--- src/rtl/mul_div_unit_if.sv ---
// Request/response bundle for the iterative multiply/divide unit.
// The master issues operations and direct HI/LO writes; the slave returns status and HI/LO.
interface mul_div_unit_if #(
    parameter int N = 32
);
    logic         start;
    logic [1:0]   op;
    logic [N-1:0] inA;
    logic [N-1:0] inB;
    logic         hi_wen;
    logic         lo_wen;
    logic [N-1:0] wd;
    logic         busy;
    logic         done;
    logic         div_by_zero;
    logic [N-1:0] hi;
    logic [N-1:0] lo;

    modport master (
        output start, op, inA, inB, hi_wen, lo_wen, wd,
        input  busy, done, div_by_zero, hi, lo
    );

    modport slave (
        input  start, op, inA, inB, hi_wen, lo_wen, wd,
        output busy, done, div_by_zero, hi, lo
    );
endinterface

--- src/rtl/mul_div_unit.sv ---
// Iterative signed/unsigned multiply and restoring divide, one bit per clock,
// with HI/LO result registers that also accept direct writes while idle.
module mul_div_unit #(
    parameter int N = 32
) (
    input  logic           clock,
    input  logic           reset,
    mul_div_unit_if.slave  bus
);
    localparam int CW = (N > 1) ? $clog2(N) : 1;

    localparam logic [1:0] S_IDLE = 2'd0;
    localparam logic [1:0] S_CALC = 2'd1;
    localparam logic [1:0] S_FIN  = 2'd2;

    // Magnitude of a possibly signed operand; the most negative value maps to itself,
    // which is still the correct unsigned magnitude.
    function automatic logic [N-1:0] mag(input logic [N-1:0] v, input logic sgn);
        if (sgn && v[N-1]) begin
            mag = ~v + {{(N-1){1'b0}}, 1'b1};
        end else begin
            mag = v;
        end
    endfunction

    logic [1:0]     state_q, state_d;
    logic [CW-1:0]  cnt_q, cnt_d;
    logic [2*N-1:0] acc_q, acc_d;
    logic [N-1:0]   opnd_q, opnd_d;
    logic           is_div_q, is_div_d;
    logic           neg_res_q, neg_res_d;
    logic           neg_rem_q, neg_rem_d;
    logic           dbz_q, dbz_d;
    logic [N-1:0]   hi_q, hi_d;
    logic [N-1:0]   lo_q, lo_d;
    logic           busy_q, busy_d;
    logic           done_q, done_d;
    logic           div_by_zero_q, div_by_zero_d;

    logic           signed_op_s;
    logic           a_neg_s;
    logic           b_neg_s;
    logic [N-1:0]   a_mag_s;
    logic [N-1:0]   b_mag_s;
    logic [N:0]     mul_sum_s;
    logic [N:0]     div_shift_s;
    logic           div_ge_s;
    logic [N-1:0]   div_diff_s;
    logic [N-1:0]   quo_s;
    logic [N-1:0]   rem_s;
    logic [2*N-1:0] prod_s;

    // Operand decode and one iteration of each datapath.
    always_comb begin
        signed_op_s = ~bus.op[0];
        a_neg_s     = signed_op_s & bus.inA[N-1];
        b_neg_s     = signed_op_s & bus.inB[N-1];
        a_mag_s     = mag(bus.inA, signed_op_s);
        b_mag_s     = mag(bus.inB, signed_op_s);
        // acc = {partial product, remaining multiplier bits}; add then shift right.
        mul_sum_s   = {1'b0, acc_q[2*N-1:N]} + (acc_q[0] ? {1'b0, opnd_q} : {(N+1){1'b0}});
        // acc = {remainder, remaining dividend bits / quotient bits}; shift left then trial subtract.
        div_shift_s = {acc_q[2*N-1:N], acc_q[N-1]};
        div_ge_s    = (div_shift_s >= {1'b0, opnd_q});
        div_diff_s  = div_shift_s[N-1:0] - opnd_q;
        quo_s       = neg_res_q ? (~acc_q[N-1:0] + {{(N-1){1'b0}}, 1'b1}) : acc_q[N-1:0];
        rem_s       = neg_rem_q ? (~acc_q[2*N-1:N] + {{(N-1){1'b0}}, 1'b1}) : acc_q[2*N-1:N];
        prod_s      = neg_res_q ? (~acc_q + {{(2*N-1){1'b0}}, 1'b1}) : acc_q;
    end

    // Next-state logic for the controller, the datapath and HI/LO.
    always_comb begin
        state_d       = state_q;
        cnt_d         = cnt_q;
        acc_d         = acc_q;
        opnd_d        = opnd_q;
        is_div_d      = is_div_q;
        neg_res_d     = neg_res_q;
        neg_rem_d     = neg_rem_q;
        dbz_d         = dbz_q;
        hi_d          = hi_q;
        lo_d          = lo_q;
        done_d        = 1'b0;
        div_by_zero_d = 1'b0;
        case (state_q)
            S_IDLE: begin
                if (bus.start) begin
                    is_div_d  = bus.op[1];
                    neg_res_d = a_neg_s ^ b_neg_s;
                    neg_rem_d = a_neg_s;
                    cnt_d     = CW'(N - 1);
                    if (bus.op[1] && (bus.inB == {N{1'b0}})) begin
                        dbz_d   = 1'b1;
                        state_d = S_FIN;
                    end else begin
                        dbz_d   = 1'b0;
                        state_d = S_CALC;
                    end
                    if (bus.op[1]) begin
                        acc_d  = {{N{1'b0}}, a_mag_s};
                        opnd_d = b_mag_s;
                    end else begin
                        acc_d  = {{N{1'b0}}, b_mag_s};
                        opnd_d = a_mag_s;
                    end
                end else begin
                    if (bus.hi_wen) begin
                        hi_d = bus.wd;
                    end else begin
                        hi_d = hi_q;
                    end
                    if (bus.lo_wen) begin
                        lo_d = bus.wd;
                    end else begin
                        lo_d = lo_q;
                    end
                end
            end
            S_CALC: begin
                if (is_div_q) begin
                    acc_d = div_ge_s ? {div_diff_s, acc_q[N-2:0], 1'b1}
                                     : {div_shift_s[N-1:0], acc_q[N-2:0], 1'b0};
                end else begin
                    acc_d = {mul_sum_s, acc_q[N-1:1]};
                end
                if (cnt_q == {CW{1'b0}}) begin
                    state_d = S_FIN;
                end else begin
                    cnt_d = cnt_q - {{(CW-1){1'b0}}, 1'b1};
                end
            end
            S_FIN: begin
                state_d       = S_IDLE;
                done_d        = 1'b1;
                div_by_zero_d = dbz_q;
                if (dbz_q) begin
                    hi_d = hi_q;
                    lo_d = lo_q;
                end else if (is_div_q) begin
                    hi_d = rem_s;
                    lo_d = quo_s;
                end else begin
                    hi_d = prod_s[2*N-1:N];
                    lo_d = prod_s[N-1:0];
                end
            end
            default: begin
                state_d = S_IDLE;
            end
        endcase
        busy_d = (state_d != S_IDLE);
    end

    // State and output registers; reset aborts any operation in flight.
    always_ff @(posedge clock or negedge reset) begin
        if (!reset) begin
            state_q       <= S_IDLE;
            cnt_q         <= {CW{1'b0}};
            acc_q         <= {(2*N){1'b0}};
            opnd_q        <= {N{1'b0}};
            is_div_q      <= 1'b0;
            neg_res_q     <= 1'b0;
            neg_rem_q     <= 1'b0;
            dbz_q         <= 1'b0;
            hi_q          <= {N{1'b0}};
            lo_q          <= {N{1'b0}};
            busy_q        <= 1'b0;
            done_q        <= 1'b0;
            div_by_zero_q <= 1'b0;
        end else begin
            state_q       <= state_d;
            cnt_q         <= cnt_d;
            acc_q         <= acc_d;
            opnd_q        <= opnd_d;
            is_div_q      <= is_div_d;
            neg_res_q     <= neg_res_d;
            neg_rem_q     <= neg_rem_d;
            dbz_q         <= dbz_d;
            hi_q          <= hi_d;
            lo_q          <= lo_d;
            busy_q        <= busy_d;
            done_q        <= done_d;
            div_by_zero_q <= div_by_zero_d;
        end
    end

    assign bus.busy        = busy_q;
    assign bus.done        = done_q;
    assign bus.div_by_zero = div_by_zero_q;
    assign bus.hi          = hi_q;
    assign bus.lo          = lo_q;
endmodule
--- src/flat_wrapper.sv ---
// flat-port wrapper written by rule: the top's interface ports become plain ports
module mul_div_unit_flat 
#(
    parameter int N = 32
)
  (clock, reset, bus_start, bus_op, bus_inA, bus_inB, bus_hi_wen, bus_lo_wen, bus_wd, bus_busy, bus_done, bus_div_by_zero, bus_hi, bus_lo);
  mul_div_unit_if #(.N(N)) bus_i ();
  input  logic clock;
  input  logic reset;
  input wire logic [$bits(bus_i.start)-1:0] bus_start;
  input wire logic [$bits(bus_i.op)-1:0] bus_op;
  input wire logic [$bits(bus_i.inA)-1:0] bus_inA;
  input wire logic [$bits(bus_i.inB)-1:0] bus_inB;
  input wire logic [$bits(bus_i.hi_wen)-1:0] bus_hi_wen;
  input wire logic [$bits(bus_i.lo_wen)-1:0] bus_lo_wen;
  input wire logic [$bits(bus_i.wd)-1:0] bus_wd;
  output wire logic [$bits(bus_i.busy)-1:0] bus_busy;
  output wire logic [$bits(bus_i.done)-1:0] bus_done;
  output wire logic [$bits(bus_i.div_by_zero)-1:0] bus_div_by_zero;
  output wire logic [$bits(bus_i.hi)-1:0] bus_hi;
  output wire logic [$bits(bus_i.lo)-1:0] bus_lo;
  assign bus_i.start = bus_start;
  assign bus_i.op = bus_op;
  assign bus_i.inA = bus_inA;
  assign bus_i.inB = bus_inB;
  assign bus_i.hi_wen = bus_hi_wen;
  assign bus_i.lo_wen = bus_lo_wen;
  assign bus_i.wd = bus_wd;
  assign bus_busy = bus_i.busy;
  assign bus_done = bus_i.done;
  assign bus_div_by_zero = bus_i.div_by_zero;
  assign bus_hi = bus_i.hi;
  assign bus_lo = bus_i.lo;
  mul_div_unit #(.N(N)) u_core (.clock(clock), .reset(reset), .bus(bus_i));
endmodule
--- config.mk ---
export PLATFORM = sky130hd
export DESIGN_NAME = mul_div_unit_flat
export DESIGN_NICKNAME = d
export VERILOG_FILES = /design/src/rtl/mul_div_unit_if.sv /design/src/rtl/mul_div_unit.sv /design/src/flat_wrapper.sv
export SDC_FILE = /design/constraint.sdc
export NUM_CORES = 1
export LEC_CHECK = 0
export CAP_MARGIN = 5
export CORE_ASPECT_RATIO = 1.25
export CORE_MARGIN = 2
export CORE_UTILIZATION = 58
export DETAILED_ROUTE_END_ITERATION = 10
export PLACE_DENSITY = 0.82
export SYNTH_ARGS = -nofsm -noshare
export SYNTH_HDL_FRONTEND = slang
export SYNTH_SLANG_ARGS = --single-unit
--- constraint.sdc ---
create_clock -name clock -period 3.71 [get_ports clock]
set_input_delay 1.113 -clock clock [delete_from_list [all_inputs] [get_ports clock]]
set_output_delay 1.113 -clock clock [all_outputs]
set_load 0.1 [all_outputs]
# == After elaboration in Yosys (flattened, before gate mapping) ==
# Cells that the tools add are included.
# totals
latch_bits,0
mem_count,0
in_bits,103
word_cells,85
output_inout_bits,67
ff_bits,174
mem_bits_rw,0
mem_bits_ro,0
# classes
n_lt_le_gt_ge,1
shift,0
n_eq_ne,8
multipliers,0
bitwise,9
reduce_logical,14
addsub,8
div_mod_pow,0
muxes,32
# ops
op,count
2-to-1 mux 32 bit,15
2-to-1 mux 64 bit,4
"adder 32 x 1 -> 32 bit, second input constant",4
inverter 32 bit,4
case mux 32 bit (2 select lines),2
case mux 64 bit (2 select lines),1
"adder 64 x 1 -> 64 bit, second input constant",1
inverter 64 bit,1
adder 32 x 33 -> 33 bit,1
>= comparator 33 x 32 -> 1 bit,1
logical NOT 32 bit,1
subtractor 32 bit,1
"!= test 2 bit, second input constant",6
2-to-1 mux 5 bit,2
case mux 5 bit (2 select lines),1
AND reduction 4 bit,2
2-to-1 mux 2 bit,3
nonzero test 2 bit,3
logical NOT 5 bit,1
"subtractor 5 x 1 -> 5 bit, second input constant",1
case mux 2 bit (2 select lines),1
AND reduction 2 bit,2
logical AND 1 bit,3
2-to-1 mux 1 bit,3
7 further kinds,8

# == Logic depth before layout (Yosys ltp) ==
# Gate-level depths: netlist (run 1).
# logic_depth
word_depth,6
depth_mapped,15
mapped_depth_nobuf,13

# == Least setup slack after synthesis (run 1) ==
# Ideal clock, no wire load.
# synth_timing
kind,input -> register
from,in bus_inA[8]
to,reg u_core.acc_q[24]
slack_ns,0.333
setup_time_ns,0.126
cell_stages,9
n_path_buf,0
arrival_ns,3.251
t_required_ns,3.584
path_cell_list,or4_1 -> or4_1 -> nor3_1 -> nand2b_2 -> nand2_1 -> a21oi_1 -> xor2_1 -> a21oi_1 -> a311o_1
# synth_between
elab_chain_len,6
# synth_rtl
element,line,source
start: declaration,flat_wrapper.sv:12,input wire logic [$bits(bus_i.inA)-1:0] bus_inA;
inverter 32 bit,mul_div_unit.sv:20,"mag = ~v + {{(N-1){1'b0}}, 1'b1};"
adder 32 x 1 -> 32 bit,mul_div_unit.sv:20,
2-to-1 mux 32 bit,mul_div_unit.sv:19,if (sgn && v[N-1]) begin
2-to-1 mux 32 bit,mul_div_unit.sv:99,if (bus.op[1]) begin
2-to-1 mux 64 bit,mul_div_unit.sv:87,if (bus.start) begin
case mux 64 bit (2 select lines),mul_div_unit.sv:85,case (state_q)
end signal: assignment,mul_div_unit.sv:159,acc_q <= {(2*N){1'b0}};
end: declaration,mul_div_unit.sv:28,"logic [2*N-1:0] acc_q, acc_d;"
# No other way between the ends. The select of a mux whose other input is x is not followed.
# A chain may end at the register's enable or synchronous reset.

# == Worst setup path in the final report (run 1) ==
# layout_timing
from,reg u_core.acc_q[31]
to,reg u_core.acc_q[58]
# layout_between
elab_chain_len,4
word_cells_on_any_way,5
cone_classes,add/sub (1); order compare (1); mux (3)
# layout_rtl
element,line,source
subtractor 32 bit or >= comparator 33 x 32 -> 1 bit (tied branches),"mul_div_unit.sv:65, mul_div_unit.sv:64",
2-to-1 mux 64 bit (*),mul_div_unit.sv:121,"acc_d = div_ge_s ? {div_diff_s, acc_q[N-2:0], 1'b1}"
2-to-1 mux 64 bit (*),mul_div_unit.sv:120,if (is_div_q) begin
case mux 64 bit (2 select lines) (*),mul_div_unit.sv:85,
# Mark *: on every way between the ends. The rest lies on a longest branch, timed or not.

==> flow_summary.ini, run 1 <==
[floorplanning]
die_y_microns = 185
core_sq_um = 25900
top_level_ports = 170
start_util_pct = 58.7
die_w_microns = 149
rows = 66
die-area_sq_um = 27600

[setup_path]
crit_fanout = 5
worstPathArrival_ns = 3.83
cp.required_ns = 4.04
r2r_slack_ns = 0.21
worst_r2r_endpoint = u_core.acc_q[58]
crit_path_end_kind = flop
critPathLaunchType = flop
setup.worst_path.end = u_core.acc_q[58]
critPathKind = reg -> reg
worstReg2RegStart = u_core.acc_q[31]
crit_start = u_core.acc_q[31]
reg2reg_depth = 13

[drt]
drc_errors = 0
drt_iter0_drc = 1889
dr_total_vias = 16500
first_pass_iters = 7
ant_nets = 0
vias_per_cell = 6.51
wl_per_cell_microns = 22.0
wirelength_mm = 55.7

[grt]
antenna_found_initial = 1
grt_first_pass_wirelength_mm = 85.1
grt_pass1_vias = 15600
grt_overflow_total = 0
grt_usage_pct = 40.1
grt_max_degree = 88

[logic_synthesis]
synth_nets = 2157
post_synth.cell_area_avg_sq_um = 7.68
synthArstFlopShare_pct = 100
synth_edf_count = 0
syn_area_sq_um = 15200
synth_cell_type_count = 78
yosys_register_bits = 174
synthFlopType = dfrtp_1
netlist_instances = 1983
synth_warnings = 0
yosysSeqAreaShare_pct = 28.6

[sta]
setup_viol = 0
max_freq_mhz = 286
max_slew_margin_pct = 45.9
rsz0062_at_grt = false
finalMaxSlewViolations = 0
holdWs_ns = 0.478
fin_crit_ns = 3.50
fin_crit_sh_pct = 94.3
tightest_slew_ns = 0.810
hold_viol = 0
finClkSkew_ns = 0.0123

[clocking]
hold_buffers = 0
clockBufferDepth = 2
clock_latency_ns = 0.46
cts_root_buf = clkbuf_16
htree_num_levels = 4
cts_tree = yes
numCtsBuffers = 17
path_clk_slew_ns = 0.07
cts.sinks = 174

[layout]
final_nets = 2348
drive_above_1_share_pct = 13.1
diodes = 0
final_core_util_pct = 70.9
syn2layout_area_growth_pct = 20.7

[worst_hold_path]
worstHoldStart = u_core.bus.lo[18]
hold_class = reg -> reg

[placed_design]
io_buffers = 169
place_hpwl_mm = 43.3
gp_congestion = 1.06

[flow_run]
cap_violations = 0

[run_status]
status = complete, no violations
==> cell usage after synthesis, drive strengths merged (41+ instances only) <==
library cell / number / area [sq um]
a211oi: 41 / 308
a21oi: 193 / 966
a31oi: 42 / 263
clkbuf: 118 / 443
dfrtp: 174 / 4350
ha: 69 / 863
inv: 75 / 282
mux2i: 55 / 551
nand2: 216 / 816
nor2: 182 / 683
o21ai: 185 / 926
xnor2: 102 / 893
xor2: 62 / 543
==> what timing repair did <==
item                       CTS  global route
hold endpoints to repair     0             0
setup endpoints to repair    0             3
setup buffers                0             0
gates resized for setup      0             3
==> critical path, stage by stage, from the launching register on <==
cell	delay, ns
dfrtp_1	0.46
inv_1	0.17
ha_1	0.19
inv_1	0.06
fa_1	0.42
a211oi_1	0.28
nor2_1	0.18
o211ai_1	0.30
nand3_1	0.20
a21boi_0	0.32
o21ai_0	0.25
nand3b_1	0.23
a31oi_1	0.21
o21ai_0	0.11
==> logic make-up after synthesis <==
family / count (synthesis) / share of synthesized area [%]
AOI/OAI and AO/OA: 673 / 27.1
xor gates and xnor gates: 164 / 9.43
DFF: 174 / 28.6
and+or+nand+nor: 627 / 19.5
muxes: 59 / 3.91
adders and majority gates: 71 / 5.93
buffers and inverters: 215 / 5.51
==> registers in the layout, indices dropped and copies added (netlist names) <==
| name | count |
|---|---|
| u_core.acc_q | 64 |
| u_core.bus.busy | 1 |
| u_core.bus.div_by_zero | 1 |
| u_core.bus.done | 1 |
| u_core.bus.hi | 32 |
| u_core.bus.lo | 32 |
| u_core.cnt_q | 5 |
| u_core.dbz_q | 1 |
| u_core.is_div_q | 1 |
| u_core.neg_rem_q | 1 |
| u_core.neg_res_q | 1 |
| u_core.opnd_q | 32 |
| u_core.state_q | 2 |
==> placed cells by master (no fill, tap or decap), types with 5 or more instances in the layout <==
cell type / n
o211ai_1: 37
xor2_1: 62
a21boi_0: 9
o22ai_1: 6
o31ai_1: 38
nand2b_1: 13
and2_1: 19
dfrtp_1: 173
or3_1: 15
a22oi_1: 14
clkbuf_16: 17
a31oi_1: 42
mux2i_1: 55
a31o_2: 5
inv_1: 74
ha_1: 69
buf_4: 203
nor2_1: 181
nand2_1: 213
or4_1: 11
or2_2: 7
buf_12: 7
nor3_1: 35
nand3_1: 33
a21o_1: 38
o21a_1: 17
clkdlybuf4s50_1: 100
nor4_1: 17
o21ai_0: 182
nand4_1: 17
o21bai_1: 8
o41ai_1: 5
a21oi_1: 193
nor2b_1: 17
a211oi_1: 40
xnor2_1: 102
and3_1: 12
==> metal layers <==
metal	part of all wire (%)	up-vias	routed length [microns]	track usage, %
li1	-	7500	-	-
met1	38	7669	20900	48.8
met2	44	1014	24700	62.3
met3	9.2	268	5100	7.44
met4	9.0	2	5020	31.7
met5	0.023	-	13	0
==> how the worst min path moves through the flow <==
stage,slack [ns],to,cells after the start
finish,0.48,u_core.bus.lo[18],2
global route,0.50,u_core.bus.hi[13],1
CTS,0.49,u_core.bus.lo[26],2
detailed placement,0.47,u_core.bus.lo[26],2
global placement,0.46,u_core.bus.hi[21],1
floorplan,0.45,u_core.opnd_q[24],1
==> through the flow <==
step | setup WS, ns | std cells | setup TNS, ns | area (sq um)
finish | 0.210 | 2526 | 0 | 18400
global route | 0.0174 | 2526 | 0 | 18400
CTS | 0.111 | 2526 | 0 | 18400
detailed placement | -0.278 | 2495 | -2.76 | 17800
global placement | -0.181 | 2495 | -1.13 | 17800
floorplan | 0.333 | 1983 | 0 | 15200
==> cell type report <==
cell class	instances	area, sq um
clock inverter	11	123
tap	340	425
inverter	75	282
clock buffer	20	457
timing repair buffer	312	2680
multi-input combinational	1594	10100
sequential	174	4360
fill	2128	7540
Power of run 1 is not shown: default switching activity piles up to over one toggle a cycle in this logic, so the estimate is an artifact.
==> run 2, diff against run 1 <==
Settings changed: SETUP_SLACK_MARGIN from default to 0.3.
==> flow_summary.ini, run 2 (synthesis gave the netlist of run 1 again) <==
[run_status]
status = complete, no violations

[sta]
setup_ws_ns = 0.367
fin_crit_ns = 3.34
finalMaxSlewViolations = 0
hold_viol = 0
tns_ns = 0
fin_crit_sh_pct = 90.1
max_slew_margin_pct = 44.8
tightest_slew_ns = 0.827
rsz0062_at_grt = false
max_freq_mhz = 299
setup_viol = 0
finClkSkew_ns = 0.0121

[setup_path]
r2r_slack_ns = 0.42
worstReg2RegStart = u_core.acc_q[51]
crit_path_end_kind = flop
critPathKind = in -> reg
worst_r2r_endpoint = u_core.bus.hi[27]
setup.worst_path.end = u_core.acc_q[21]
crit_fanout = 3
cp.required_ns = 4.03
reg2reg_depth = 9
crit_start = bus_inA[8]
worstPathArrival_ns = 3.66
critPathLaunchType = input pin

[layout]
final_nets = 2352
drive_above_1_share_pct = 14.6
layout_common_cells = nand2_1, buf_4, a21oi_1, o21ai_0, nor2_1
final_core_util_pct = 71.7
largest_register_ffs = 64
syn2layout_area_growth_pct = 22.1
regMostFlops = u_core.acc_q
final_common_cell = nand2_1
final_cells = 2530
diodes = 0

[drt]
first_pass_iters = 5
ant_nets = 0
vias_per_cell = 6.52
wirelength_mm = 56.1
wl_per_cell_microns = 22.2
dr_total_vias = 16500
drc_errors = 0
drt_iter0_drc = 1714

[clocking]
clock_latency_ns = 0.46
cts_tree = yes
clockBufferDepth = 2
cts_root_buf = clkbuf_16
numCtsBuffers = 17
cts.sinks = 174
hold_buffers = 0
path_clk_slew_ns = 0.08
htree_num_levels = 4

[placed_design]
gp_congestion = 1.06
preCtsSetupSlack_ns = -0.278
io_buffers = 169
place_hpwl_mm = 43.3
place_inst = 2495

[grt]
grt_pass1_vias = 15600
grt_usage_pct = 40.1
grt_overflow_total = 0
grt_first_pass_wirelength_mm = 85.2
grt_max_degree = 88
antenna_found_initial = 3

[floorplanning]
die_y_microns = 185
die_w_microns = 149
rows = 66
core_sq_um = 25900
start_util_pct = 58.7
top_level_ports = 170
die-area_sq_um = 27600

[flow_run]
cap_violations = 0

[worst_hold_path]
hold_class = reg -> reg
run 2: cell types whose count changed in the layout (fill, tap and decap cells not counted), sizes merged:
cell and delta:
buf +4, clkdlybuf4s50 -3, dlymetal6s2s +3
run 2: critical path, cell delays in order:
cell	delay, ns
clkdlybuf4s50_1	0.43
or4_4	0.55
or4_4	0.47
nor3_4	0.23
buf_4	0.16
a21oi_1	0.07
xnor2_1	0.22
a21oi_1	0.10
a211oi_1	0.24
a21oi_1	0.07
run 2: timing repair:
item                                    CTS  global route
gates resized for setup                   4            41
pin swaps                                 0            14
buffers inserted                          0             4
hold endpoints to repair                  0             0
endpoints found under the setup margin    7            41
run 2: worst min path at each step:
stage                                 start           endpoint  slack (ns)  cells after the start
after floorplan           u_core.opnd_q[24]  u_core.opnd_q[24]        0.45                      1
after CTS                 u_core.bus.lo[26]  u_core.bus.lo[26]        0.49                      2
after detailed placement  u_core.bus.lo[26]  u_core.bus.lo[26]        0.47                      2
final                     u_core.bus.lo[18]  u_core.bus.lo[18]        0.48                      2
after global routing      u_core.bus.hi[13]  u_core.bus.hi[13]        0.50                      1
after global placement    u_core.bus.hi[21]  u_core.bus.hi[21]        0.46                      1
run 2: routing by layer:
layer	track usage [%]	share of wire [%]	vias to the layer above
li1	-	-	7498
met1	48.8	38	7715
met2	62.5	44	1027
met3	7.54	9.1	261
met4	31.5	8.9	2
met5	0	0.023	-
run 2: final cells by class:
class / instances / area [sq um]
multi-input combinational: 1594 / 10200
fill: 2087 / 7340
sequential: 174 / 4360
timing repair buffer: 316 / 2720
clock buffer: 20 / 457
tap: 340 / 425
inverter: 75 / 282
clock inverter: 11 / 123
run 2: metrics by stage:
| stage | area, sq um | hold WS [ns] |
|---|---|---|
| floorplan | 15200 | 0.449 |
| global placement | 17800 | 0.464 |
| detailed placement | 17800 | 0.472 |
| CTS | 18400 | 0.487 |
| global route | 18600 | 0.499 |
| finish | 18600 | 0.478 |
Power of run 2 is left out for the same reason.
==> run 3, diff against run 2 <==
Settings changed: PLACE_DENSITY 0.82 to 0.85.
==> flow_summary.ini, run 3 (synthesis gave the netlist of run 1 again) <==
[grt]
grt_max_degree = 88
grt_first_pass_wirelength_mm = 87.4
antenna_found_initial = 0
grt_usage_pct = 41.4
grt_pass1_vias = 15500
grt_overflow_total = 0

[setup_path]
cp.required_ns = 4.04
crit_fanout = 5
critPathLaunchType = flop
critPathKind = reg -> reg
reg2reg_depth = 15
worstPathArrival_ns = 3.68
crit_path_end_kind = flop

[drt]
drc_errors = 0
first_pass_iters = 8
vias_per_cell = 6.51
ant_nets = 0
wirelength_mm = 58.0
wl_per_cell_microns = 22.8
dr_total_vias = 16600
drt_iter0_drc = 1649

[layout]
regMostFlops = u_core.acc_q
syn2layout_area_growth_pct = 23.1
fill_cells = 2102
layout_common_cells = buf_4, nand2_1, a21oi_1, nor2_1, o21ai_0
drive_above_1_share_pct = 15.2
diodes = 0
final_nets = 2365
final_common_cell = buf_4
largest_register_ffs = 64

[sta]
finClkSkew_ns = 0.0107
setup_ws_ns = 0.366
hold_viol = 0
max_freq_mhz = 299
max_slew_margin_pct = 42.3
rsz0062_at_grt = true
fin_crit_ns = 3.34
setup_viol = 0
tightest_slew_ns = 0.866
fin_crit_sh_pct = 90.1
finalMaxSlewViolations = 0

[floorplanning]
start_util_pct = 58.7
rows = 66
top_level_ports = 170
die-area_sq_um = 27600
die_w_microns = 149
core_sq_um = 25900
die_y_microns = 185

[worst_hold_path]
hold_class = reg -> reg
holdPathStages = 2

[flow_run]
cap_violations = 0

[clocking]
hold_buffers = 0
htree_num_levels = 4
path_clk_slew_ns = 0.08
cts_root_buf = clkbuf_16
clock_latency_ns = 0.45
cts_tree = yes
numCtsBuffers = 17
clockBufferDepth = 2
cts.sinks = 174

[placed_design]
io_buffers = 169
preCtsSetupSlack_ns = -0.280
place_hpwl_mm = 44.7
gp_congestion = 1.04

[run_status]
status = complete, no violations
-- run 3: final timing paths --
kind                              startpoint                 to  slack [ns]
setup / recovery            u_core.acc_q[31]   u_core.acc_q[60]        0.37
hold / removal             u_core.bus.hi[26]  u_core.bus.hi[26]        0.48
setup reg to reg            u_core.acc_q[31]   u_core.acc_q[60]        0.37
hold reg to reg            u_core.bus.hi[26]  u_core.bus.hi[26]        0.48
max in group asynchronous              reset   u_core.acc_q[48]        2.12
min in group asynchronous              reset   u_core.acc_q[59]        0.72
-- run 3: metal layers --
metal  GRT usage, %  vias up  wire [microns]
met5              0        -               0
met4           24.4        0            3880
met3           8.20      198            5970
met2           65.3     1022           26200
met1           52.7     7810           21900
li1               -     7541               -
-- run 3: per-stage QoR --
step / utilization, % / cell area (sq um) / TNS [ns] / std cells / hold slack (ns)
2_1_floorplan: - / 15200 / 0 / 1983 / 0.449
6_report: 72.3 / 18700 / 0 / 2544 / 0.482
3_3_place_gp: 68.9 / 17900 / -1.43 / 2507 / 0.463
4_1_cts: 71.4 / 18500 / 0 / 2539 / 0.482
5_1_grt: 72.3 / 18700 / 0 / 2544 / 0.503
3_5_place_dp: 68.9 / 17900 / -3.15 / 2507 / 0.465
-- run 3: worst max-delay path: stages, from the launching register on --
cell,delay [ns]
dfrtp_2,0.46
inv_1,0.15
ha_1,0.18
inv_1,0.05
fa_1,0.45
a211oi_2,0.21
nor2_1,0.14
o211ai_1,0.30
buf_4,0.17
buf_4,0.12
o21a_1,0.15
o211ai_1,0.13
xor2_1,0.19
mux2i_1,0.16
nor2_1,0.07
a221o_1,0.29
-- run 3: cell type report --
| type | instances | area, sq um | area share [%] |
|---|---|---|---|
| flip-flops and latches | 174 | 4360 | 23.2 |
| clock inverters | 14 | 196 | 1.05 |
| clock buffers | 18 | 439 | 2.34 |
| inverters | 75 | 282 | 1.50 |
| repair buffers | 329 | 2790 | 14.9 |
| well taps | 340 | 425 | 2.27 |
| multi-input cells | 1594 | 10300 | 54.7 |
-- run 3: timing repair --
item	CTS	global route
gates resized for setup	4	47
pin swaps	0	12
setup endpoints to repair	7	38
cloned	0	0
setup buffers	0	5
Power of run 3 is left out for the same reason.
